==> src/rtl/fp_pkg.sv <==
`default_nettype none
// ============================================================================
//  Module      : fp_pkg
//  Description : Shared binary32 format constants and the divider FSM state
//                type for the floating-point divider.
//  Revision    : 1.0  initial release
// ============================================================================
package fp_pkg;

    localparam int FP_BIAS  = 127;
    localparam int FP_EXP_W = 8;
    localparam int FP_MAN_W = 23;

    // Exponent field patterns for signed infinity and signed zero
    localparam logic [FP_EXP_W-1:0] FP_EXP_INF  = 8'hFF;
    localparam logic [FP_EXP_W-1:0] FP_EXP_ZERO = 8'h00;

    typedef enum logic [1:0] {
        IDLE   = 2'd0,
        DIVIDE = 2'd1,
        NORM   = 2'd2
    } fp_div_state_t;

endpackage
`default_nettype wire

==> src/rtl/fp_mant_divider.sv <==
`default_nettype none
// ============================================================================
//  Module      : fp_mant_divider
//  Description : Restoring radix-2 mantissa divider. 26 iterations produce a
//                26-bit quotient with q[25] as the integer bit. fin is high
//                during the cycle in which the final iteration is performed,
//                so q/rem_nz are final in the cycle after fin.
//  Revision    : 1.0  initial release
// ============================================================================
module fp_mant_divider (
    input  logic        clk,
    input  logic        rst,
    input  logic        load,
    input  logic [23:0] mant_a,
    input  logic [23:0] mant_b,
    output logic [25:0] q,
    output logic        rem_nz,
    output logic        fin
);

    // Counter value that marks "all iterations done / idle"
    localparam logic [4:0] c_STEPS = 5'd26;

    logic [24:0] r_rem;
    logic [23:0] r_mant_b;
    logic [25:0] r_q;
    logic [4:0]  r_cnt;

    logic        w_active;
    logic        w_ge;
    logic [24:0] w_sub;
    logic [24:0] w_rem_next;

    assign w_active   = (r_cnt != c_STEPS);
    assign w_ge       = (r_rem >= {1'b0, r_mant_b});
    assign w_sub      = r_rem - {1'b0, r_mant_b};
    assign w_rem_next = w_ge ? w_sub : r_rem;

    assign q      = r_q;
    assign rem_nz = (r_rem != 25'd0);
    assign fin    = w_active && (r_cnt == c_STEPS - 5'd1);

    // One compare/subtract/shift iteration per cycle until the counter expires
    always_ff @(posedge clk or posedge rst) begin
        if (rst) begin
            r_rem    <= 25'd0;
            r_mant_b <= 24'd0;
            r_q      <= 26'd0;
            r_cnt    <= c_STEPS;
        end else if (load) begin
            r_rem    <= {1'b0, mant_a};
            r_mant_b <= mant_b;
            r_q      <= 26'd0;
            r_cnt    <= 5'd0;
        end else if (w_active) begin
            // After a subtract the remainder is below mant_b, so the shift
            // never loses a set bit
            r_rem <= w_rem_next << 1;
            r_q   <= {r_q[24:0], w_ge};
            r_cnt <= r_cnt + 5'd1;
        end
    end

endmodule
`default_nettype wire

==> src/rtl/floating_point_divider.sv <==
`default_nettype none
// ============================================================================
//  Module      : floating_point_divider
//  Description : Sequential binary32 divider (a / b) with start/done
//                handshake. Denormals flush to zero. Build macro
//                FP_DIV_RND_EN selects round-to-nearest-even; without it the
//                quotient is truncated.
//  Revision    : 1.0  initial release
// ============================================================================
module floating_point_divider
    import fp_pkg::*;
(
    input  logic        clk,
    input  logic        rst,
    input  logic        start,
    input  logic [31:0] a,
    input  logic [31:0] b,
    output logic        busy,
    output logic        done,
    output logic [31:0] result,
    output logic        overflow,
    output logic        underflow,
    output logic        div_by_zero
);

    fp_div_state_t      r_state;
    logic               r_sign;
    logic signed [9:0]  r_exp;
    logic               r_spec_dbz;
    logic               r_spec_zero;

    logic               w_accept;
    logic               w_a_zero;
    logic               w_b_zero;
    logic [9:0]         w_exp_in;
    logic [25:0]        w_q;
    logic               w_rem_nz;
    logic               w_fin;

    logic [22:0]        w_frac;
    logic signed [9:0]  w_e;
    logic [22:0]        w_frac_fin;
    logic signed [9:0]  w_e_fin;
    logic [31:0]        w_result;
    logic               w_ov;
    logic               w_uf;

    assign w_accept = (r_state == IDLE) && start;
    assign w_a_zero = (a[30:23] == FP_EXP_ZERO);
    assign w_b_zero = (b[30:23] == FP_EXP_ZERO);
    assign w_exp_in = {2'b00, a[30:23]} - {2'b00, b[30:23]} + 10'(FP_BIAS);

    fp_mant_divider u_mant_div (
        .clk    (clk),
        .rst    (rst),
        .load   (w_accept && !w_a_zero && !w_b_zero),
        .mant_a ({1'b1, a[FP_MAN_W-1:0]}),
        .mant_b ({1'b1, b[FP_MAN_W-1:0]}),
        .q      (w_q),
        .rem_nz (w_rem_nz),
        .fin    (w_fin)
    );

    // Normalise the quotient to 1.f form and take the exponent back by one
    // when the integer bit is clear
    always_comb begin
        w_frac = w_q[25] ? w_q[24:2] : w_q[23:1];
        w_e    = w_q[25] ? r_exp : (r_exp - 10'sd1);
    end

`ifdef FP_DIV_RND_EN
    logic        w_guard;
    logic        w_sticky;
    logic        w_inc;
    logic [23:0] w_frac_inc;

    // Round to nearest even; a carry out of the fraction renormalises to 1.0
    always_comb begin
        w_guard    = w_q[25] ? w_q[1] : w_q[0];
        w_sticky   = w_q[25] ? (w_q[0] | w_rem_nz) : w_rem_nz;
        w_inc      = w_guard & (w_sticky | w_frac[0]);
        w_frac_inc = {1'b0, w_frac} + {23'd0, w_inc};
        w_frac_fin = w_frac_inc[22:0];
        w_e_fin    = w_frac_inc[23] ? (w_e + 10'sd1) : w_e;
    end
`else
    logic w_unused_rem_nz;
    assign w_unused_rem_nz = w_rem_nz | w_q[0];

    // Truncation: guard and sticky bits are simply dropped
    always_comb begin
        w_frac_fin = w_frac;
        w_e_fin    = w_e;
    end
`endif

    // Pack the final quotient, applying special cases and range saturation
    always_comb begin
        w_result = {r_sign, w_e_fin[7:0], w_frac_fin};
        w_ov     = 1'b0;
        w_uf     = 1'b0;
        if (r_spec_dbz) begin
            w_result = {r_sign, FP_EXP_INF, 23'd0};
        end else if (r_spec_zero) begin
            w_result = {r_sign, FP_EXP_ZERO, 23'd0};
        end else if (w_e_fin >= 10'sd255) begin
            w_result = {r_sign, FP_EXP_INF, 23'd0};
            w_ov     = 1'b1;
        end else if (w_e_fin <= 10'sd0) begin
            w_result = {r_sign, FP_EXP_ZERO, 23'd0};
            w_uf     = 1'b1;
        end
    end

    // Control FSM with registered handshake, result and flag outputs
    always_ff @(posedge clk or posedge rst) begin
        if (rst) begin
            r_state     <= IDLE;
            r_sign      <= 1'b0;
            r_exp       <= 10'sd0;
            r_spec_dbz  <= 1'b0;
            r_spec_zero <= 1'b0;
            busy        <= 1'b0;
            done        <= 1'b0;
            result      <= 32'd0;
            overflow    <= 1'b0;
            underflow   <= 1'b0;
            div_by_zero <= 1'b0;
        end else begin
            done <= 1'b0;
            case (r_state)
                IDLE: begin
                    if (start) begin
                        busy        <= 1'b1;
                        overflow    <= 1'b0;
                        underflow   <= 1'b0;
                        div_by_zero <= 1'b0;
                        r_sign      <= a[31] ^ b[31];
                        r_exp       <= w_exp_in;
                        r_spec_dbz  <= w_b_zero;
                        r_spec_zero <= w_a_zero;
                        r_state     <= (w_a_zero || w_b_zero) ? NORM : DIVIDE;
                    end
                end
                DIVIDE: begin
                    if (w_fin) begin
                        r_state <= NORM;
                    end
                end
                NORM: begin
                    result      <= w_result;
                    overflow    <= w_ov;
                    underflow   <= w_uf;
                    div_by_zero <= r_spec_dbz;
                    done        <= 1'b1;
                    busy        <= 1'b0;
                    r_state     <= IDLE;
                end
                default: begin
                    r_state <= IDLE;
                end
            endcase
        end
    end

endmodule
`default_nettype wire

==> config.mk <==
export PLATFORM = sky130hd
export DESIGN_NAME = floating_point_divider
export DESIGN_NICKNAME = d
export VERILOG_FILES = /design/src/rtl/fp_pkg.sv /design/src/rtl/fp_mant_divider.sv /design/src/rtl/floating_point_divider.sv
export SDC_FILE = /design/constraint.sdc
export NUM_CORES = 1
export LEC_CHECK = 0
export ABC_AREA = 1
export CAP_MARGIN = 20
export CORE_MARGIN = 2
export CORE_UTILIZATION = 50
export CTS_BUF_LIST = sky130_fd_sc_hd__clkbuf_8 sky130_fd_sc_hd__clkbuf_16
export CTS_CLUSTER_DIAMETER = 200
export CTS_CLUSTER_SIZE = 20
export DETAILED_ROUTE_END_ITERATION = 6
export GPL_ROUTABILITY_DRIVEN = 0
export GPL_TIMING_DRIVEN = 0
export PLACE_DENSITY = 0.73
export SLEW_MARGIN = 10
export SYNTH_ARGS = -nofsm -noshare
export SYNTH_HDL_FRONTEND = slang
export SYNTH_HIERARCHICAL = 1
export SYNTH_SLANG_ARGS = --single-unit
==> constraint.sdc <==
create_clock -name clk -period 3.1 [get_ports clk]
set_input_delay 0.62 -clock clk [delete_from_list [all_inputs] [get_ports clk]]
set_output_delay 0.62 -clock clk [all_outputs]
set_load 0.01 [all_outputs]
==> impl_metrics.ini, run 1 <==
[synthesis]
syn_area_um2 = 8750
syn-mean-instance-area_um2 = 7.09
yosys_warnings = 6
synthCells = 1234

[critical_path]
r2r-start = r_state[0]
path_class = input pin to flop
cp.required_ns = 3.42
cp_max_fo = 10
cp-startpoint = start
crit_arrival_ns = 3.19
cp-end-kind = flop
startpoint_type = input pin

[floorplan]
dieHeight_um = 136
start_util = 0.509
io_pins = 104
fp-row-count = 48
die_x_um = 136
core_um2 = 17200
die_area_um2 = 18600

[worst_hold_path]
holdCritStartpoint = result[31]
worst_hold_path_type = flop to flop

[drt]
drt-initial-drc-count = 504
avgRoutedWirePerCell_um = 13.4
vias = 8082
ant_nets = 0
drc = 0
vias_per_cell = 5.06
first_pass_iters = 5
wl_mm = 21.3

[timing]
worst_slack_ns = 0.226
finalMaxSlewViolations = 0
period_share = 0.927
hold_viol = 0
whs_ns = 0.474
rsz0062_at_grt = false
layout_min_cycle_time_ns = 2.87
fmax_ghz = 0.348
max-slew-margin-rel = 0.581
skew_ns = 0.00720
setup_violations = 0
tightest_slew_ns = 0.624

[grt]
grt_pass1_vias = 7710
grt_max_degree = 52
grt_first_pass_wirelength_mm = 35.8
grtUsageTotal = 0.243
antenna_found_initial = 0
overflow = 0

[pwr]
power_per_cell_area_nw_per_um2 = 1130
total_power_uw = 12100
peakVddDrop_mv = 0.549
static-leakage-power_uw = 0.00531

[cts]
h-tree-depth = 4
hold_buffers = 0
cts.sinks = 132
cts_buffers = 17
cts_root_buf = clkbuf_16
cts.clk_slew.worst_paths_ns = 0.06
cts_tree = built
ctsLongestPathBuffers = 2
cts_setup_buffers = 0
insertion_delay_ns = 0.43

[final_layout]
diodes = 0
drive_gt1_frac = 0.0911
layout_common_cells = nand2_1 (399), inv_1 (199), dfrtp_1 (129), clkdlybuf4s50_1 (103), nand3_1 (76)
fillers = 1621
area_growth_pct = 22.1
mostFrequentLayoutCell = nand2_1
final_area_um2 = 10700
nNetsFinal = 1465

[run]
drv_cap = 0

[status]
run_status = completed

[place]
hpwlAfterDp_mm = 16.5
place_ws_ns = -0.445
io_buffers = 103
dpl-instance-area_um2 = 10100
## where the power goes
group	switching (uW)	leakage (uW)	internal [uW]
Sequential	445	0.00167	2450
Combinational	4520	0.00336	2760
Clock	795	0.000273	1110
## routing by layer
metal | vias up | wire length [um] | track usage
met5 | - | 0 | 0
li1 | 4136 | - | -
met3 | 54 | 941 | 0.0358
met1 | 3649 | 9220 | 0.299
met4 | 0 | 723 | 0.108
met2 | 243 | 10500 | 0.422
## layout make-up
class / instances / area (um^2) / area share
buffer: 36 / 203 / 0.0190
clock buffer: 17 / 425 / 0.0398
clock inverter: 15 / 135 / 0.0127
inverter: 213 / 811 / 0.0759
multi-input combinational: 854 / 4440 / 0.416
sequential: 132 / 3310 / 0.310
tap: 225 / 282 / 0.0264
timing repair buffer: 105 / 1080 / 0.101
## state kept, by name, indices dropped and copies added, names as in the netlist
signal / cells
u_mant_div/r_mant_b: 24
r_exp: 10
result: 32
done: 1
r_spec_zero: 1
u_mant_div/r_cnt: 5
u_mant_div/q: 26
busy: 1
div_by_zero: 1
u_mant_div/r_rem: 25
overflow: 1
r_sign: 1
r_spec_dbz: 1
underflow: 1
r_state: 2
## through the flow
| step | setup TNS [ns] | util | instances |
|---|---|---|---|
| 2_1_floorplan | 0 | - | 1235 |
| 3_3_place_gp | -85.11 | 0.586 | 1563 |
| 3_5_place_dp | -12.17 | 0.589 | 1565 |
| 4_1_cts | 0 | 0.622 | 1597 |
| 5_1_grt | 0 | 0.622 | 1597 |
| 6_report | 0 | 0.622 | 1597 |
## repair_timing
action,in CTS,in global routing
hold endpoints to repair,0,0
resized for setup,1,3
setup endpoints to repair,1,7
## critical path, cell delays in order
cell             delay [ns]
clkdlybuf4s50_1        0.50
nand2_1                0.24
nor2_1                 0.26
inv_1                  0.09
nor2_2                 0.25
inv_1                  0.19
nand2_2                0.24
clkinvlp_4             0.28
buf_2                  0.29
nand3_1                0.16
nand2_1                0.06
## final timing paths
kind | endpoint | slack, ns | cells after the start
worst max-delay path | u_mant_div/r_rem[16] | 0.23 | 11
worst min-delay path | result[31] | 0.47 | 2
worst max register to register | u_mant_div/r_rem[16] | 0.44 | 11
worst min register to register | result[31] | 0.47 | 2
max in group asynchronous | u_mant_div/r_cnt[4] | 1.83 | 3
min in group asynchronous | r_exp[3] | 0.60 | 2
No activity file was read; power rests on OpenSTA's default activity.
==> inputs of run 2 (changes only) <==
PLACE_DENSITY = 0.71   (was 0.73)
==> run 2 against run 1 <==
The flow now finishes with violations (DRC); critical path depth fell by 2; register-to-register slack about the same; utilization grew 0.25 points.
==> impl_metrics.ini, run 2 (same netlist as run 1, synthesis figures left out) <==
[critical_path]
path_class = input pin to flop
cp-end-kind = flop
startpoint_type = input pin
cp.required_ns = 3.44
crit_arrival_ns = 3.22
cp_max_fo = 10

[cts]
ctsLongestPathBuffers = 2
cts_setup_buffers = 0
cts_tree = built
h-tree-depth = 4
cts.sinks = 132
cts.clk_slew.worst_paths_ns = 0.06
insertion_delay_ns = 0.42
cts_root_buf = clkbuf_16
cts_buffers = 17

[floorplan]
die_area_um2 = 18600
io_pins = 104
start_util = 0.509
dieHeight_um = 136
core_um2 = 17200
fp-row-count = 48
die_x_um = 136

[timing]
layout_min_cycle_time_ns = 2.88
hold_viol = 0
skew_ns = 0.0141
rsz0062_at_grt = false
max-slew-margin-rel = 0.577
setup_violations = 0
fmax_ghz = 0.348
finalMaxSlewViolations = 0
tightest_slew_ns = 0.634
period_share = 0.928

[grt]
grt_first_pass_wirelength_mm = 36.2
antenna_found_initial = 0
grt_max_degree = 42
overflow = 0
grt_pass1_vias = 7840
grtUsageTotal = 0.245

[drt]
vias = 7942
avgRoutedWirePerCell_um = 13.4
ant_nets = 0
drt-initial-drc-count = 428
wl_mm = 21.4
drc = 1
vias_per_cell = 4.97
first_pass_iters = 7

[final_layout]
diodes = 0
final_area_um2 = 10700
nNetsFinal = 1465
top_register = result
mostFrequentLayoutCell = nand2_1
largest_reg_flops = 32
fillers = 1592
area_growth_pct = 22.6
layout_common_cells = nand2_1 (399), inv_1 (199), dfrtp_1 (129), clkdlybuf4s50_1 (103), nand3_1 (76)
drive_gt1_frac = 0.0904

[pwr]
power_per_cell_area_nw_per_um2 = 1140
total_power_uw = 12200
static-leakage-power_uw = 0.00532
peakVddDrop_mv = 0.595

[place]
hpwlAfterDp_mm = 16.5
dpl-instance-area_um2 = 10100
io_buffers = 103

[status]
run_status = complete, but fails checks
violations = DRC

[worst_hold_path]
worst_hold_path_type = flop to flop

[run]
drv_cap = 0
run 2: changes by cell type in the layout (fill, tap and decap cells not counted), sizes merged:
cell      previous run  this run
clkinv              10         4
inv                213       215
bufinv               1         3
clkbuf              40        41
clkinvlp             4         5
run 2: cell type report:
class / count / area (um^2) / area share
clock buffers: 18 / 439 / 0.0410
clock inverters: 14 / 173 / 0.0161
inverters: 213 / 811 / 0.0756
well taps: 225 / 282 / 0.0263
multi-input cells: 854 / 4440 / 0.414
flip-flops and latches: 132 / 3310 / 0.308
plain buffers: 36 / 201 / 0.0188
repair buffers: 105 / 1070 / 0.0999
run 2: power breakdown:
group | total, uW | leakage (uW) | switching, uW | internal [uW]
sequential | 2890 | 0.00167 | 434 | 2450
combinational | 7220 | 0.00335 | 4470 | 2750
clock | 2080 | 0.000292 | 791 | 1290
run 2: repair_timing:
item / in CTS / in global routing
hold buffers: 0 / 0
resized for setup: 1 / 1
setup endpoints to repair: 8 / 10
run 2: worst paths after layout:
| path | from | to | slack [ns] | depth (start not counted) |
|---|---|---|---|---|
| worst max-delay path | start | u_mant_div/r_rem[1] | 0.22 | 9 |
| min in group asynchronous | rst | r_state[1] | 0.63 | 2 |
| worst min register to register | result[10] | result[10] | 0.48 | 2 |
| worst max register to register | r_state[0] | u_mant_div/r_rem[1] | 0.45 | 9 |
| max in group asynchronous | rst | u_mant_div/r_cnt[3] | 1.79 | 3 |
| worst min-delay path | result[10] | result[10] | 0.48 | 2 |
run 2: metrics by stage:
stage	setup WS, ns	cells	setup TNS (ns)	util	hold slack (ns)
after floorplan	0.433	1235	0	-	0.446
after global placement	-0.961	1563	-84.61	0.586	0.456
after detailed placement	-0.448	1565	-13.70	0.588	0.470
after CTS	0.126	1597	0	0.624	0.484
after global routing	0.00102	1597	0	0.624	0.493
final	0.224	1597	0	0.624	0.478
run 2: routing by layer:
metal,vias to the layer above,wire (um),share of wire,track usage
met5,-,0,0,0
met4,0,670,0.031,0.101
met3,48,805,0.038,0.0410
met2,183,10700,0.50,0.441
met1,3573,9200,0.43,0.288
li1,4138,-,-,-
run 2: critical path: stages:
cell,delay [ns]
clkdlybuf4s50_1,0.51
nand2_1,0.23
nor2_1,0.26
inv_1,0.09
nor2_2,0.25
clkbuf_1,0.47
clkbuf_1,0.48
nand2_1,0.18
nand3_1,0.12
